`src/rtl/uart_tx_if.sv`:
```
// AXI-stream byte channel feeding the UART transmitter.
// The producer drives tdata/tvalid and the transmitter answers with tready.
interface uart_tx_if;
  logic [7:0] tdata;
  logic       tvalid;
  logic       tready;

  modport master (output tdata, output tvalid, input tready);
  modport slave  (input tdata, input tvalid, output tready);
endinterface

```
`src/rtl/uart_tx.sv`:
```
// 8N1 UART transmitter: an AXI-stream byte is taken into a one-entry holding
// register and shifted out LSB-first on tx, back-to-back when the next byte is already held.
module uart_tx #(
  parameter int CLK_FREQ  = 100000000,
  parameter int BAUD      = 115200,
  parameter int STOP_BITS = 1
) (
  input  logic     clk,
  input  logic     rst,
  uart_tx_if.slave s_axis_din,
  output logic     tx,
  output logic     busy
);

  localparam int CLKS_PER_BIT = CLK_FREQ / BAUD;
  localparam int CNT_W        = (CLKS_PER_BIT > 1) ? $clog2(CLKS_PER_BIT) : 1;
  localparam logic [CNT_W-1:0] CNT_LAST  = CNT_W'(CLKS_PER_BIT - 1);
  localparam logic [2:0]       STOP_LAST = 3'(STOP_BITS - 1);

  localparam logic [1:0] S_IDLE  = 2'd0;
  localparam logic [1:0] S_START = 2'd1;
  localparam logic [1:0] S_DATA  = 2'd2;
  localparam logic [1:0] S_STOP  = 2'd3;

  generate
    if (CLKS_PER_BIT < 2) begin : g_bad_rate
      $error("uart_tx: CLK_FREQ/BAUD must be at least 2");
    end
    if ((STOP_BITS != 1) && (STOP_BITS != 2)) begin : g_bad_stop
      $error("uart_tx: STOP_BITS must be 1 or 2");
    end
  endgenerate

  logic [1:0]       state_q, state_d;
  logic [CNT_W-1:0] cnt_q, cnt_d;
  logic [2:0]       bit_q, bit_d;
  logic [7:0]       shift_q, shift_d;
  logic [7:0]       hold_q, hold_d;
  logic             hold_valid_q, hold_valid_d;
  logic             tx_q, tx_d;
  logic             busy_q, busy_d;
  logic             tready_s;
  logic             handshake_s;
  logic             last_tick_s;
  logic             load_s;

  // Next-state logic for the frame sequencer, holding register and registered line outputs.
  always_comb begin
    tready_s    = !hold_valid_q && !rst;
    handshake_s = s_axis_din.tvalid && tready_s;
    last_tick_s = (cnt_q == CNT_LAST);
    state_d     = state_q;
    cnt_d       = cnt_q;
    bit_d       = bit_q;
    shift_d     = shift_q;
    load_s      = 1'b0;

    case (state_q)
      S_IDLE: begin
        cnt_d = {CNT_W{1'b0}};
        bit_d = 3'd0;
        if (hold_valid_q) begin
          load_s  = 1'b1;
          shift_d = hold_q;
          state_d = S_START;
        end else begin
          state_d = S_IDLE;
        end
      end
      S_START: begin
        if (last_tick_s) begin
          cnt_d   = {CNT_W{1'b0}};
          bit_d   = 3'd0;
          state_d = S_DATA;
        end else begin
          cnt_d = cnt_q + CNT_W'(1);
        end
      end
      S_DATA: begin
        if (last_tick_s) begin
          cnt_d   = {CNT_W{1'b0}};
          shift_d = {1'b0, shift_q[7:1]};
          if (bit_q == 3'd7) begin
            bit_d   = 3'd0;
            state_d = S_STOP;
          end else begin
            bit_d = bit_q + 3'd1;
          end
        end else begin
          cnt_d = cnt_q + CNT_W'(1);
        end
      end
      S_STOP: begin
        if (last_tick_s) begin
          cnt_d = {CNT_W{1'b0}};
          if (bit_q == STOP_LAST) begin
            bit_d = 3'd0;
            // A held byte goes straight into its start bit with no idle cycle.
            if (hold_valid_q) begin
              load_s  = 1'b1;
              shift_d = hold_q;
              state_d = S_START;
            end else begin
              state_d = S_IDLE;
            end
          end else begin
            bit_d = bit_q + 3'd1;
          end
        end else begin
          cnt_d = cnt_q + CNT_W'(1);
        end
      end
      default: begin
        state_d = S_IDLE;
        cnt_d   = {CNT_W{1'b0}};
        bit_d   = 3'd0;
      end
    endcase

    // Capture and consume can never coincide: capture needs the hold empty, consume needs it full.
    hold_d       = handshake_s ? s_axis_din.tdata : hold_q;
    hold_valid_d = hold_valid_q ? !load_s : handshake_s;

    case (state_d)
      S_IDLE:  tx_d = 1'b1;
      S_START: tx_d = 1'b0;
      S_DATA:  tx_d = shift_d[0];
      S_STOP:  tx_d = 1'b1;
      default: tx_d = 1'b1;
    endcase
    busy_d = (state_d != S_IDLE) || hold_valid_d;
  end

  // State registers with synchronous reset; reset drops any frame in flight and the held byte.
  always_ff @(posedge clk) begin
    if (rst) begin
      state_q      <= S_IDLE;
      cnt_q        <= {CNT_W{1'b0}};
      bit_q        <= 3'd0;
      shift_q      <= 8'd0;
      hold_q       <= 8'd0;
      hold_valid_q <= 1'b0;
      tx_q         <= 1'b1;
      busy_q       <= 1'b0;
    end else begin
      state_q      <= state_d;
      cnt_q        <= cnt_d;
      bit_q        <= bit_d;
      shift_q      <= shift_d;
      hold_q       <= hold_d;
      hold_valid_q <= hold_valid_d;
      tx_q         <= tx_d;
      busy_q       <= busy_d;
    end
  end

  assign s_axis_din.tready = tready_s;
  assign tx                = tx_q;
  assign busy              = busy_q;

endmodule

```
`src/flat_wrapper.sv`:
```
// flat-port wrapper written by rule: the top's interface ports become plain ports
module uart_tx_flat 
#(
  parameter int CLK_FREQ  = 100000000,
  parameter int BAUD      = 115200,
  parameter int STOP_BITS = 1
)
  (clk, rst, tx, busy, s_axis_din_tdata, s_axis_din_tvalid, s_axis_din_tready);
  uart_tx_if s_axis_din_i ();
  input  logic clk;
  input  logic rst;
  output logic tx;
  output logic busy;
  input wire logic [$bits(s_axis_din_i.tdata)-1:0] s_axis_din_tdata;
  input wire logic [$bits(s_axis_din_i.tvalid)-1:0] s_axis_din_tvalid;
  output wire logic [$bits(s_axis_din_i.tready)-1:0] s_axis_din_tready;
  assign s_axis_din_i.tdata = s_axis_din_tdata;
  assign s_axis_din_i.tvalid = s_axis_din_tvalid;
  assign s_axis_din_tready = s_axis_din_i.tready;
  uart_tx #(.CLK_FREQ(CLK_FREQ), .BAUD(BAUD), .STOP_BITS(STOP_BITS)) u_core (.clk(clk), .rst(rst), .s_axis_din(s_axis_din_i), .tx(tx), .busy(busy));
endmodule
```
`config.mk`:
```
export PLATFORM = sky130hd
export DESIGN_NAME = uart_tx_flat
export DESIGN_NICKNAME = d
export VERILOG_FILES = /design/src/rtl/uart_tx_if.sv /design/src/rtl/uart_tx.sv /design/src/flat_wrapper.sv
export SDC_FILE = /design/constraint.sdc
export NUM_CORES = 1
export LEC_CHECK = 0
export CAP_MARGIN = 25
export CORE_MARGIN = 2
export CORE_UTILIZATION = 50
export CTS_CLUSTER_SIZE = 16
export DETAILED_ROUTE_END_ITERATION = 10
export GPL_TIMING_DRIVEN = 0
export PLACE_DENSITY = 0.73
export SLEW_MARGIN = 10
export SYNTH_ARGS = -nofsm -noshare
export SYNTH_HDL_FRONTEND = slang
export SYNTH_SLANG_ARGS = --single-unit
```
`constraint.sdc`:
```
create_clock -name clk -period 2.13 [get_ports clk]
set_input_delay 0.213 -clock clk [delete_from_list [all_inputs] [get_ports clk]]
set_output_delay 0.213 -clock clk [all_outputs]
set_load 0.05 [all_outputs]
```
==> flow_metrics.env <==
export IMPL_intPower_mw=1.042
export IMPL_powerDensity_mw_per_mm2=605.7
export IMPL_cts_max_path_buffers=2
export IMPL_hold_path_class="primary input to flop"
export IMPL_clkTransAtPathRegs_ns=0.07
export IMPL_start_util_pct=51.60
export IMPL_holdPathStages=2
export IMPL_layout_cells_non_filler=286
export IMPL_r2r_start="u_core.state_q[1]$_SDFF_PP0_"
export IMPL_ys_seq_elements=34
export IMPL_wl_mm=4.224
export IMPL_fin_area_mm2=0.002364
export IMPL_crit_path_start_kind="flop"
export IMPL_antenna_found_initial=0
export IMPL_hp_start="rst"
export IMPL_fin_crit_ns=2.310
export IMPL_fin_ws_ns=-0.1797
export IMPL_timing_fmax_ghz=0.4330
export IMPL_drc_errors=0
export IMPL_cts_tree="done"
export IMPL_cp_required_ns=2.29
export IMPL_vias_per_cell=5.591
export IMPL_io_pins=14
export IMPL_dp_final_hpwl_mm=2.909
export IMPL_synthesis_instances=210
export IMPL_antenna_left=0
export IMPL_diodes=0
export IMPL_clkLatencyLatePin_ns=0.28
export IMPL_peakVddDrop_mv=0.4258
export IMPL_status="complete, but fails checks"
export IMPL_max_cap_violations=0
export IMPL_leakage_nw=0.8314
export IMPL_rsz0062_at_grt="yes"
export IMPL_violations="negative setup slack"
export IMPL_cp_common_cell="ha_4"
export IMPL_whs_endpoint="u_core.hold_q[1]$_SDFFE_PP0P_"
export IMPL_die_height_um=65
export IMPL_power_total_mw=1.432
export IMPL_post_route_period_util_pct=108.4
export IMPL_ys_types=49
export IMPL_syn_avg_cell_area_um2=8.860
export IMPL_comb_power_share_pct=17.7
export IMPL_seq_area_frac_synth_pct=36.58
export IMPL_crit_chain="inv_1 > ha_4 > nor3b_4 > a41oi_2 > a221oi_2 > or2_1 > ha_4 > nor2b_4 > a311oi_2 > o21ai_1"
export IMPL_port_buffer_count=13
export IMPL_cts_buffers=5
export IMPL_synth_ff_type="dfxtp_1"
export IMPL_drive_gt1_share_pct=21.85
export IMPL_final_core_util_pct=65.54
export IMPL_crit_slowest_cell="dfxtp_4"
export IMPL_h_tree_depth=2
export IMPL_syn_area_mm2=0.001861
export IMPL_finalWeightedCongestion=0.8497
export IMPL_ys_warn_count=0
export IMPL_num_rows=22
export IMPL_root_buffer="clkbuf_8"
export IMPL_worst_r2r_cell_count=10
export IMPL_r2r_end="u_core.tx$_SDFF_PP1_"
export IMPL_slew_viol_final=0
export IMPL_synth_edf_count=0
export IMPL_criticalPathCategory="flop to flop"
export IMPL_cts_sinks=34
export IMPL_clkPwrFrac_pct=34.0
export IMPL_p_switching_mw=0.3899
export IMPL_vias=1599
export IMPL_cp_max_fo=7
export IMPL_finalSetupViolations=1
export IMPL_whs_ns=0.4269
export IMPL_die_w_um=65
export IMPL_grt_pass1_wl_mm=7.182
export IMPL_initialDrtViolationCount=55
export IMPL_maxSlewHeadroom_pct=64.99
export IMPL_grt_max_degree=13
export IMPL_drtPass1Iterations=4
export IMPL_grt_use_total_pct=22.16
export IMPL_synth_async_reset_ratio_pct=0
export IMPL_swShare_pct=27.24
export IMPL_cpPeakStageDelay_ns=0.39
export IMPL_core_area_mm2=0.003606
export IMPL_placed_cells=271
export IMPL_dieArea_mm2=0.004225
export IMPL_hold_viol=0
export IMPL_syn_num_nets=233
export IMPL_placed_area_mm2=0.002093
export IMPL_tightest_slew_ns=0.5243
export IMPL_endpoint_kind="flop"
export IMPL_fin_nets=260
export IMPL_arrival_ns=2.47
export IMPL_wl_per_cell_um=14.77
export IMPL_seq_power_share_pct=48.3
export IMPL_grt_pass1_vias=1580
export IMPL_r2r_setup_slack_ns=-0.18
export IMPL_grt_remaining_overflow=0
export IMPL_finClkSkew_ns=0.002948
export IMPL_area_delta_synth_final_pct=27.03
[power by group through the flow]
stage | clock, mW | sequential [mW] | combinational, mW
floorplan | 0 | 0.717 | 0.143
global placement | 0 | 0.705 | 0.221
finish | 0.487 | 0.692 | 0.253
CTS | 0.506 | 0.691 | 0.236
global route | 0.532 | 0.696 | 0.278
detailed placement | 0 | 0.706 | 0.225
[cell usage after synthesis, drive strengths merged (2+ instances only)]
library cell	instances	area [um2]
dfxtp	34	680.7
nand2	26	97.59
a21oi	20	100.1
nor2	17	63.81
ha	12	150.1
clkbuf	7	26.28
o31ai	7	52.55
a32oi	6	52.55
inv	6	22.52
mux2	6	67.56
nor3	6	35.03
xnor2	6	52.55
buf	4	27.52
nand2b	4	25.02
nor2b	4	25.02
a31oi	3	18.77
nand3	3	15.01
a211oi	2	15.01
a21o	2	15.01
a41oi	2	17.52
and2	2	12.51
nand3b	2	15.01
nor3b	2	20.02
nor4	2	12.51
o211ai	2	15.01
o21ai	2	10.01
or2	2	12.51
or3	2	12.51
xor2	2	17.52
[state kept, by name, indices dropped and copies added (netlist names)]
| name | flops |
|---|---|
| u_core.tx | 1 |
| u_core.bit_q | 3 |
| u_core.cnt_q | 10 |
| u_core.busy | 1 |
| u_core.hold_q | 8 |
| u_core.state_q | 2 |
| u_core.hold_valid_q | 1 |
| u_core.shift_q | 8 |
[area by class of cell]
type                       count  area, um2
multi-input combinational    159       1247
buffer                        10      55.05
inverter                       6      22.52
fill                         303       1242
clock inverter                 1      5.005
clock buffer                   7      86.33
timing repair buffer          21      192.7
sequential                    34      694.4
tap                           48      60.06
[timing repair]
action	CTS	global route
buffers inserted	5	3
gates resized for setup	10	20
hold buffers	0	0
endpoints found under the setup margin	3	3
pin swaps	9	10
[per-layer routing]
metal	vias up	routed length (um)	global-route usage, %	part of all wire, %
met5	-	0	0	0
met1	738	1995	28.40	47
li1	816	-	-	-
met2	39	1971	35.31	47
met4	0	65	10.11	1.5
met3	6	191	5.035	4.5
[layout by cell type, fill, tap and decap left out, drive strengths merged, types with 3 or more instances in the layout]
cell type / n
a21oi: 20
a31oi: 3
a32oi: 6
nor2b: 4
nand2b: 4
clkdlybuf4s50: 11
mux2: 6
nor2: 17
nand3: 3
o31ai: 7
inv: 6
dfxtp: 34
nor3: 6
clkbuf: 13
xnor2: 6
buf: 12
nand2: 26
ha: 12
[worst max-delay path by stage]
stage | start | endpoint | cells past startpoint
after global routing | u_core.bit_q[1]$_SDFFE_PP0P_ | u_core.tx$_SDFF_PP1_ | 10
final | u_core.state_q[1]$_SDFF_PP0_ | u_core.tx$_SDFF_PP1_ | 10
after global placement | rst | s_axis_din_tready | 5
after floorplan | u_core.cnt_q[0]$_SDFF_PP0_ | u_core.tx$_SDFF_PP1_ | 9
after detailed placement | rst | s_axis_din_tready | 5
after CTS | u_core.cnt_q[0]$_SDFF_PP0_ | u_core.tx$_SDFF_PP1_ | 9
[kinds of logic (layout without fill, tap and decap cells)]
group	after synthesis	in the layout	synth area share, %
AOI/OAI and AO/OA	54	54	21.32
xor gates and xnor gates	8	8	3.766
adders and majority gates	12	12	8.070
buffers and inverters	17	45	4.102
DFF	34	34	36.58
muxes	7	7	4.169
and+or+nand+nor	78	78	21.99
[metrics by stage]
step	TNS, ns	worst slack, ns
floorplan	-0.1109	-0.1109
global placement	-0.8744	-0.4829
detailed placement	-0.8864	-0.4560
CTS	-0.1881	-0.1881
global route	-0.3148	-0.3010
finish	-0.1797	-0.1797
[worst max-delay path: cells and delay by family, from the launching register on]
| kind | cells | cell delay (ns) |
|---|---|---|
| flip-flops | 1 | 0.39 |
| AO/OA/AOI/OAI | 4 | 0.86 |
| AND/OR/NAND/NOR | 3 | 0.47 |
| buffers and inverters | 1 | 0.10 |
| adder cells (fa/ha/maj) | 2 | 0.37 |
(Power assumes the default switching activity.)
